File: config.mk
export PLATFORM = sky130hd
export DESIGN_NAME = gen_tile_coord
export DESIGN_NICKNAME = d
export VERILOG_FILES = /design/src/rtl/gen_tile_coord_pkg.sv /design/src/rtl/gen_tile_coord_wrap.sv /design/src/rtl/gen_tile_coord.sv
export SDC_FILE = /design/constraint.sdc
export NUM_CORES = 1
export LEC_CHECK = 0
export CAP_MARGIN = 20
export CORE_MARGIN = 4
export CORE_UTILIZATION = 48
export CTS_BUF_LIST = sky130_fd_sc_hd__clkbuf_4
export CTS_CLUSTER_DIAMETER = 200
export DETAILED_ROUTE_END_ITERATION = 7
export PLACE_DENSITY_LB_ADDON = 0.15
export SYNTH_ARGS = -nofsm -noshare
export SYNTH_HDL_FRONTEND = slang
export SYNTH_HIERARCHICAL = 1
export SYNTH_SLANG_ARGS = --single-unit
File: constraint.sdc
create_clock -name clk -period 3.4 [get_ports clk]
set_clock_uncertainty 0.1 [all_clocks]
set_input_delay 0.68 -clock clk [delete_from_list [all_inputs] [get_ports clk]]
set_output_delay 0.68 -clock clk [all_outputs]
set_load 0.03 [all_outputs]
File: src/rtl/gen_tile_coord_pkg.sv
// Shared tiling arithmetic for the tiled convolution engine: ceiling
// division plus the step/limit/tile-count derivations that the tile
// sequencer, conv_tile and the top level all compute from the layer shape.
package gen_tile_coord_pkg;

  // Integer ceiling division for positive operands.
  function automatic int ceil_div(input int x, input int y);
    return (x + y - 1) / y;
  endfunction

  // Distance between consecutive tile bases along one spatial axis.
  // Adjacent input-side tiles overlap by K-S pixels.
  function automatic int tile_step(input int t, input int k, input int s);
    return t - k + s;
  endfunction

  // Last usable input coordinate along an axis, rounded to the stride grid.
  function automatic int tile_lim(input int d, input int k, input int s);
    return ((d + s - k) / s) * s;
  endfunction

  // Total number of tiles in one layer pass.
  function automatic int tile_count(input int n, input int tn,
                                    input int m, input int tm,
                                    input int r, input int tr,
                                    input int c, input int tc,
                                    input int k, input int s);
    return ceil_div(n, tn) * ceil_div(m, tm) *
           ceil_div(tile_lim(r, k, s), tile_step(tr, k, s)) *
           ceil_div(tile_lim(c, k, s), tile_step(tc, k, s));
  endfunction

  // Values for the default layer shape.
  localparam int DEF_ROW_STEP = tile_step(16, 3, 1);
  localparam int DEF_COL_STEP = tile_step(10, 3, 1);
  localparam int DEF_ROW_LIM  = tile_lim(32, 3, 1);
  localparam int DEF_COL_LIM  = tile_lim(16, 3, 1);
  localparam int DEF_TILE_NUM = tile_count(16, 8, 16, 8, 32, 16, 16, 10, 3, 1);

endpackage

File: src/rtl/gen_tile_coord_wrap.sv
// One wrapping coordinate register: adds STEP on inc, returns to zero and
// raises carry when the sum would reach LIMIT. The sum is one bit wider
// than the register so large steps cannot alias past the limit.
module wrap_step_cnt
  import gen_tile_coord_pkg::*;
#(
  parameter int CW    = 16,
  parameter int STEP  = 1,
  parameter int LIMIT = 2
) (
  input  logic          clk,
  input  logic          rst,
  input  logic          inc,
  input  logic          clean,
  output logic [CW-1:0] value,
  output logic          carry
);

  localparam int        SW      = CW + 1;
  localparam logic [CW:0] STEP_W  = SW'(STEP);
  localparam logic [CW:0] LIMIT_W = SW'(LIMIT);

  logic [CW-1:0] value_reg;
  logic [CW-1:0] value_next;
  logic [CW:0]   sum;

  assign sum   = {1'b0, value_reg} + STEP_W;
  assign carry = inc && (sum >= LIMIT_W);
  assign value = value_reg;

  // Next value: clear wins, otherwise step with wrap on carry.
  always_comb begin
    value_next = value_reg;
    if (clean) begin
      value_next = '0;
    end else if (inc) begin
      value_next = carry ? '0 : sum[CW-1:0];
    end
  end

  // Coordinate register with asynchronous active-low reset.
  always_ff @(posedge clk or negedge rst) begin
    if (!rst) begin
      value_reg <= '0;
    end else begin
      value_reg <= value_next;
    end
  end

endmodule

File: src/rtl/gen_tile_coord.sv
// Tile sequencer: walks tile bases in the order m (innermost), n, col, row,
// counts finished tiles and pulses conv_done once the layer is complete.
module gen_tile_coord
  import gen_tile_coord_pkg::*;
#(
  parameter int CW = 16,
  parameter int N  = 16,
  parameter int M  = 16,
  parameter int R  = 32,
  parameter int C  = 16,
  parameter int K  = 3,
  parameter int S  = 1,
  parameter int Tn = 8,
  parameter int Tm = 8,
  parameter int Tr = 16,
  parameter int Tc = 10
) (
  input  logic          clk,
  input  logic          rst,
  input  logic          conv_tile_done,
  input  logic          clean,
  output logic [CW-1:0] tile_base_n,
  output logic [CW-1:0] tile_base_m,
  output logic [CW-1:0] tile_base_row,
  output logic [CW-1:0] tile_base_col,
  output logic [CW-1:0] tile_idx,
  output logic          last_tile,
  output logic          conv_done
);

  localparam int ROW_STEP = tile_step(Tr, K, S);
  localparam int COL_STEP = tile_step(Tc, K, S);
  localparam int ROW_LIM  = tile_lim(R, K, S);
  localparam int COL_LIM  = tile_lim(C, K, S);
  localparam int TILE_NUM = tile_count(N, Tn, M, Tm, R, Tr, C, Tc, K, S);

  // Axis order in the chain: 0=m, 1=n, 2=col, 3=row.
  logic [3:0]    inc_vec;
  logic [3:0]    carry_vec;
  logic [CW-1:0] base_vec [4];
  logic          tile_carry;
  logic          layer_end;
  logic          coord_clr;
  logic          conv_done_reg;

  assign inc_vec = {carry_vec[2:0], conv_tile_done};

  // The layer ends when either the tile count or the outermost axis wraps;
  // with a consistent shape both happen on the same pulse.
  assign layer_end = !clean && (tile_carry || carry_vec[3]);
  assign coord_clr = clean || layer_end;

  generate
    for (genvar gi = 0; gi < 4; gi++) begin : g_axis
      localparam int STEP_G  = (gi == 0) ? Tm : (gi == 1) ? Tn :
                               (gi == 2) ? COL_STEP : ROW_STEP;
      localparam int LIMIT_G = (gi == 0) ? M : (gi == 1) ? N :
                               (gi == 2) ? COL_LIM : ROW_LIM;
      wrap_step_cnt #(
        .CW   (CW),
        .STEP (STEP_G),
        .LIMIT(LIMIT_G)
      ) u_axis (
        .clk  (clk),
        .rst  (rst),
        .inc  (inc_vec[gi]),
        .clean(coord_clr),
        .value(base_vec[gi]),
        .carry(carry_vec[gi])
      );
    end
  endgenerate

  wrap_step_cnt #(
    .CW   (CW),
    .STEP (1),
    .LIMIT(TILE_NUM)
  ) u_tile_cnt (
    .clk  (clk),
    .rst  (rst),
    .inc  (conv_tile_done),
    .clean(coord_clr),
    .value(tile_idx),
    .carry(tile_carry)
  );

  // One-cycle completion pulse registered from the final tile's done.
  always_ff @(posedge clk or negedge rst) begin
    if (!rst) begin
      conv_done_reg <= 1'b0;
    end else begin
      conv_done_reg <= layer_end;
    end
  end

  assign tile_base_m   = base_vec[0];
  assign tile_base_n   = base_vec[1];
  assign tile_base_col = base_vec[2];
  assign tile_base_row = base_vec[3];
  assign last_tile     = (tile_idx == CW'(TILE_NUM - 1));
  assign conv_done     = conv_done_reg;

endmodule

# Yosys cells after proc, flatten, opt, wreduce, memory -nomap -nowiden
# Index checks and enable logic that the tools add are counted.
dict set report classes {
  add_sub_neg 5
  multipliers 0
  n_div 0
  order_cmp 5
  n_eq_ne 1
  n_shift 0
  mux 15
  n_bitwise 0
  reduce_logical 13
}
# op n
set ops {}
lappend ops {{$mux W16} 15}
lappend ops {{$add A16 B4 Y17 const B} 4}
lappend ops {{$ge A17 B5 Y1 const B} 4}
lappend ops {{$add A16 B1 Y17 const B} 1}
lappend ops {{$ge A17 B4 Y1 const B} 1}
lappend ops {{$eq A16 B5 Y1 const B} 1}
lappend ops {{$reduce_bool A2 Y1} 4}
lappend ops {{$logic_and A1 B1 Y1} 6}
lappend ops {{$logic_or A1 B1 Y1} 2}
lappend ops {{$logic_not A1 Y1} 1}
dict set report word_totals {
  regBits 81
  latchBits 0
  ram_bits 0
  rom_bits 0
  input_bits 4
  output_inout_bits 82
  word_cells 45
  memories 0
}

# Depth between registers and ports, before layout
dict set report logic_depth {
  ltp_word 10
  depth_mapped 15
  mapped_depth_nobuf 13
}

# Modules after synthesis
# The synthesis kept the hierarchy.
# mod instances cells_per_inst area_each_um2
set modules_own_cells {}
lappend modules_own_cells {{wrap_step_cnt (g_axis[0].u_axis ...)} 2 73 740.7}
lappend modules_own_cells {{wrap_step_cnt (u_tile_cnt)} 1 107 1002.2}
lappend modules_own_cells {{wrap_step_cnt (g_axis[3].u_axis)} 1 92 920.9}
lappend modules_own_cells {{wrap_step_cnt (g_axis[2].u_axis)} 1 64 724.4}
lappend modules_own_cells {gen_tile_coord 1 9 82.6}

# Worst setup path before layout
# Ideal clock, no wire load.
dict set report synth_timing {
  kind {flip-flop to flip-flop}
  startpoint {register g_axis[0].u_axis.value_reg[3]}
  endpoint {register u_tile_cnt.value_reg[0] (netlist: u_tile_cnt/value[0])}
  setup_time_ns 0.079
  arrival_ns 3.773
  t_required_ns 3.221
  setup_slack_ns -0.552
  path_stages_with_launch 16
  n_path_buf 2
  synth_period_minus_slack_ns 3.952
  path_cell_list {dfrtp_1 ha_1 and3_1 o211ai_1 a221o_1 or3_1 and2_1 and2_1 o41a_1 clkbuf_1 a21boi_0 or3_1 nor2_1 clkbuf_1 nand2_1 o21ai_1}
}
dict set report synth_between {
  elab_chain_cells 10
  elab_cells_between_ends 11
  cone_classes {add/sub (1); order compare (1); mux (1); reduce/logical (8)}
}
# item line
set synth_rtl {}
lappend synth_rtl {{start: declaration} gen_tile_coord_wrap.sv:23} ;# logic [CW-1:0] value_reg;
lappend synth_rtl {{start signal: assignment} gen_tile_coord_wrap.sv:46} ;# value_reg <= value_next;
lappend synth_rtl {{$add A16 B4 Y17 *} gen_tile_coord_wrap.sv:27} ;# assign sum = {1'b0, value_reg} + STEP_W;
lappend synth_rtl {{$ge A17 B5 Y1 *} gen_tile_coord_wrap.sv:28} ;# assign carry = inc && (sum >= LIMIT_W);
lappend synth_rtl {{$logic_and A1 B1 Y1 *} gen_tile_coord_wrap.sv:28}
lappend synth_rtl {{net carry_vec[0]} gen_tile_coord.sv:39} ;# logic [3:0] carry_vec;
lappend synth_rtl {{$logic_and A1 B1 Y1 *} gen_tile_coord_wrap.sv:28}
lappend synth_rtl {{net carry_vec[1]} gen_tile_coord.sv:39}
lappend synth_rtl {{$logic_and A1 B1 Y1 *} gen_tile_coord_wrap.sv:28}
lappend synth_rtl {{net carry_vec[2]} gen_tile_coord.sv:39}
lappend synth_rtl {{$logic_and A1 B1 Y1 *} gen_tile_coord_wrap.sv:28}
lappend synth_rtl {{net carry_vec[3]} gen_tile_coord.sv:39}
lappend synth_rtl {{$logic_or A1 B1 Y1 *} gen_tile_coord.sv:50} ;# assign layer_end = !clean && (tile_carry || carry_vec[3]);
lappend synth_rtl {{$logic_and A1 B1 Y1 *} gen_tile_coord.sv:50}
lappend synth_rtl {{$logic_or A1 B1 Y1 *} gen_tile_coord.sv:51} ;# assign coord_clr = clean || layer_end;
lappend synth_rtl {{net coord_clr} gen_tile_coord.sv:43} ;# logic coord_clr;
lappend synth_rtl {{$mux W16 or $reduce_bool A2 Y1 (tied branches)} --}
lappend synth_rtl {{end signal: assignment} gen_tile_coord_wrap.sv:46}
lappend synth_rtl {{end: declaration} gen_tile_coord_wrap.sv:23}
# Mark *: on every way through the listed nets, which the timed path passes. The rest lies on a longest branch.
# A chain may end at the register's enable or synchronous reset.

# Worst setup path in the final report
dict set report layout_timing {
  startpoint {register g_axis[0].u_axis.value_reg[3]}
  endpoint {register u_tile_cnt.value_reg[3] (netlist: u_tile_cnt/value[3])}
}
# The elaborated chain is that of the path after synthesis.

==> metrics.md <==
| Metric | Value |
|---|---|
| Design area | 5570 um^2 |
| GRT Max-Usage Layer | met2 |
| RR Endpoint | u_tile_cnt/value[3] |
| Setup ws final | -0.0254 ns |
| GP Congestion | 0.947 |
| Syn Area/Cell | 10.1 um^2 |
| Clk slew on worst S/H paths | 0.11 ns |
| Design Power | 1.60 mW |
| Most common cell after layout, fill and taps aside | clkdlybuf4s50_1 |
| H-Tree Depth | 3 |
| Sink Count | 71 |
| CP max-delay cell | dfrtp_2 |
| Crit path depth | 13 |
| Max FO, Critical Path | 5 |
| Startpoint Class | register |
| P&R area growth vs syn | 32.2% |
| Crit path from | g_axis[0].u_axis/value[3] |
| Drc violations | 0 |
| R2r startpoint | g_axis[0].u_axis/value[3] |
| Mapped cell area | 4210 um^2 |
| Reg2Reg Depth | 13 |
| Pre-CTS WS | -0.0854 ns |
| Crit share post-route | 101% |
| Crit path buffers/inverters | 0 |
| Ys flop type | dfrtp_1 |
| RSZ-0062 raised after global routing | yes |
| Sequential share of the synthesized area | 42.2% |
| WL final | 10200 um |
| Synth Register Bits | 71 |
| Clock root cell | clkbuf_4 |
| Wirelength per Cell | 16.0 um |
| Worst Path Arrival | 3.65 ns |
| First-pass GRT wire length | 16900 um |
| Final Non-Filler Cells | 640 |
| Setup crit end kind | register |
| Row count | 33 |
| GRT met2 Usage | 31.0% |
| Yosys warns | 6 |
| WP data required | 3.62 ns |
| FF-to-FF setup slack | -0.03 ns |
| Antenna violations before repair | 0 |
| All-layer global routing usage | 20.5% |
| Most area-consuming cells after synthesis | dfrtp_1 42%, and2_1 7.9%, nor3_1 2.7% |
| Die Height | 102 um |
| CTS tree | done |
| Number of buffers added on ports | 75 |
| Vias in the first global route | 3475 |
| Die area | 10300 um^2 |
| Starting Density | 50.2% |
| Num ports | 86 |
| Core ar. | 8380 um^2 |
| Ys async rst share | 100% |
| Fin crit period | 3.43 ns |
| Largest net degree at the start of global routing | 42 |
| CTS buffer count | 9 |
| Failing checks | negative setup slack |
| Hold Crit Class | in -> async |
| DR iter-0 viols | 238 |
| Post-DP HPWL | 7430 um |
| Leak Pwr | 2.29 nW |
| Final Hold Viols | 0 |
| Number of flip-flops under the largest register name | 54 |
| Final ANT Viol Nets | 0 |
| Via count | 3653 |
| Nets@finish | 540 |
| DR pass1 iterations | 4 |
| Grt met3 use | 4.82% |
| Largest area contributor in the netlist | dfrtp_1 |
| Worst path top cell family by delay | simple AND/OR/NAND/NOR gates |
| Power density cells | 287 nW/um^2 |
| Fmax | 0.292 GHz |
| Post-DP Area | 5240 um^2 |
| Max_slew headroom | 37.0% |
| Slew @ Worst Pin | 0.944 ns |
| Peak supply drop | 0.000334 V |
| Hold buffers post-CTS | 0 |
| Crit path kind | reg -> reg |
| CP endpoint | u_tile_cnt/value[3] |
| Vias per cell | 5.71 |
| GRT Residual Overflow | 0 |
| Final setup vio count | 3 |
| Most frequent cells in the layout | 74 x clkdlybuf4s50_1, 60 x dfrtp_1, 51 x and2_1 |
| Clock buffer depth | 2 |
| Max-cap violations | 0 |
| Cells after Synth | 418 |
| Met1 Usage GRT | 29.4% |
| Layout cells sized above 1 | 20.9% |
| Post-synth top area share | 42.2% |
| Crit-path cells | ha_4 -> and3_4 -> o211ai_1 -> a221o_1 -> or3_4 -> and2_4 -> and2_4 -> o41a_1 -> a21boi_4 -> or3_4 -> a221oi_4 -> nand4_4 -> o22ai_1 |
| Final Max Slew Viols | 0 |
| Dpl cells | 613 |
| Status | complete, but fails checks |
| Ant. Diodes | 0 |
| CP max stage delay | 0.46 ns |
| Clk_lat worst skew | 0.41 ns |
| Hold Worst Slack | 0.311 ns |
| Netlist cell types | 79 |
| Die extent in x | 102 um |
| Post-synth EDFFs | 0 |
-- how the worst min path moves through the flow --
stage,cells after the start,to
global route,1,g_axis[3].u_axis/value[3]
floorplan,0,conv_done
global placement,1,g_axis[2].u_axis/value[15]
CTS,1,g_axis[3].u_axis/value[14]
detailed placement,1,g_axis[2].u_axis/value[15]
finish,1,g_axis[3].u_axis/value[14]
-- repair_timing --
item,in CTS,in global routing
cloned,1,0
buffers inserted,6,4
endpoints found under the setup margin,51,53
pin swaps,9,9
resized for setup,9,12
-- area by class of cell --
| class | instances | area [um^2] |
|---|---|---|
| fillers | 692 | 2820 |
| multi-input cells | 322 | 2380 |
| flip-flops and latches | 71 | 1790 |
| repair buffers | 113 | 1060 |
| well taps | 105 | 131 |
| clock buffers | 11 | 82.6 |
| clock inverters | 5 | 72.6 |
| inverters | 13 | 48.8 |
-- Yosys cell counts (4+ instances only) --
master / count
dfrtp_1: 71
and2_1: 53
nor3_1: 23
nand2_1: 21
nor2_1: 21
nand3_1: 14
inv_1: 13
nand4_1: 13
nor4_1: 11
buf_4: 10
o21ai_0: 7
a211oi_1: 6
a21oi_1: 6
a31oi_1: 6
ha_1: 6
nand2b_1: 6
o22ai_1: 6
or3_1: 6
clkbuf_1: 5
a41oi_1: 4
conb_1: 4
xor2_1: 4
-- cells by family after synthesis --
logic type,after synthesis,share of synthesized area (%)
adders and majority gates,6,1.78
other,4,0.356
and+or+nand+nor,223,34.8
muxes,3,0.713
buffers and inverters,31,3.74
xor gates and xnor gates,5,1.04
AOI/OAI and AO/OA,75,15.3
DFF,71,42.2
-- where the power goes --
| part | switching [mW] | internal (mW) |
|---|---|---|
| clock | 0.287 | 0.310 |
| sequential | 0.0121 | 0.849 |
| combinational | 0.0859 | 0.0541 |
| total | 0.385 | 1.21 |
-- metal layers --
layer	routed length, um	share of wire (%)
met5	0	0
met4	94	0.92
met3	497	4.9
met2	4810	47
met1	4820	47
-- through the flow --
stage	setup TNS [ns]	util [%]
3_3_place_gp	0	62.5
2_1_floorplan	-2.88	-
6_report	-0.0554	66.4
5_1_grt	-0.863	66.4
3_5_place_dp	-0.876	62.5
4_1_cts	-0.101	65.5
Power figures use the tool's default switching activity.
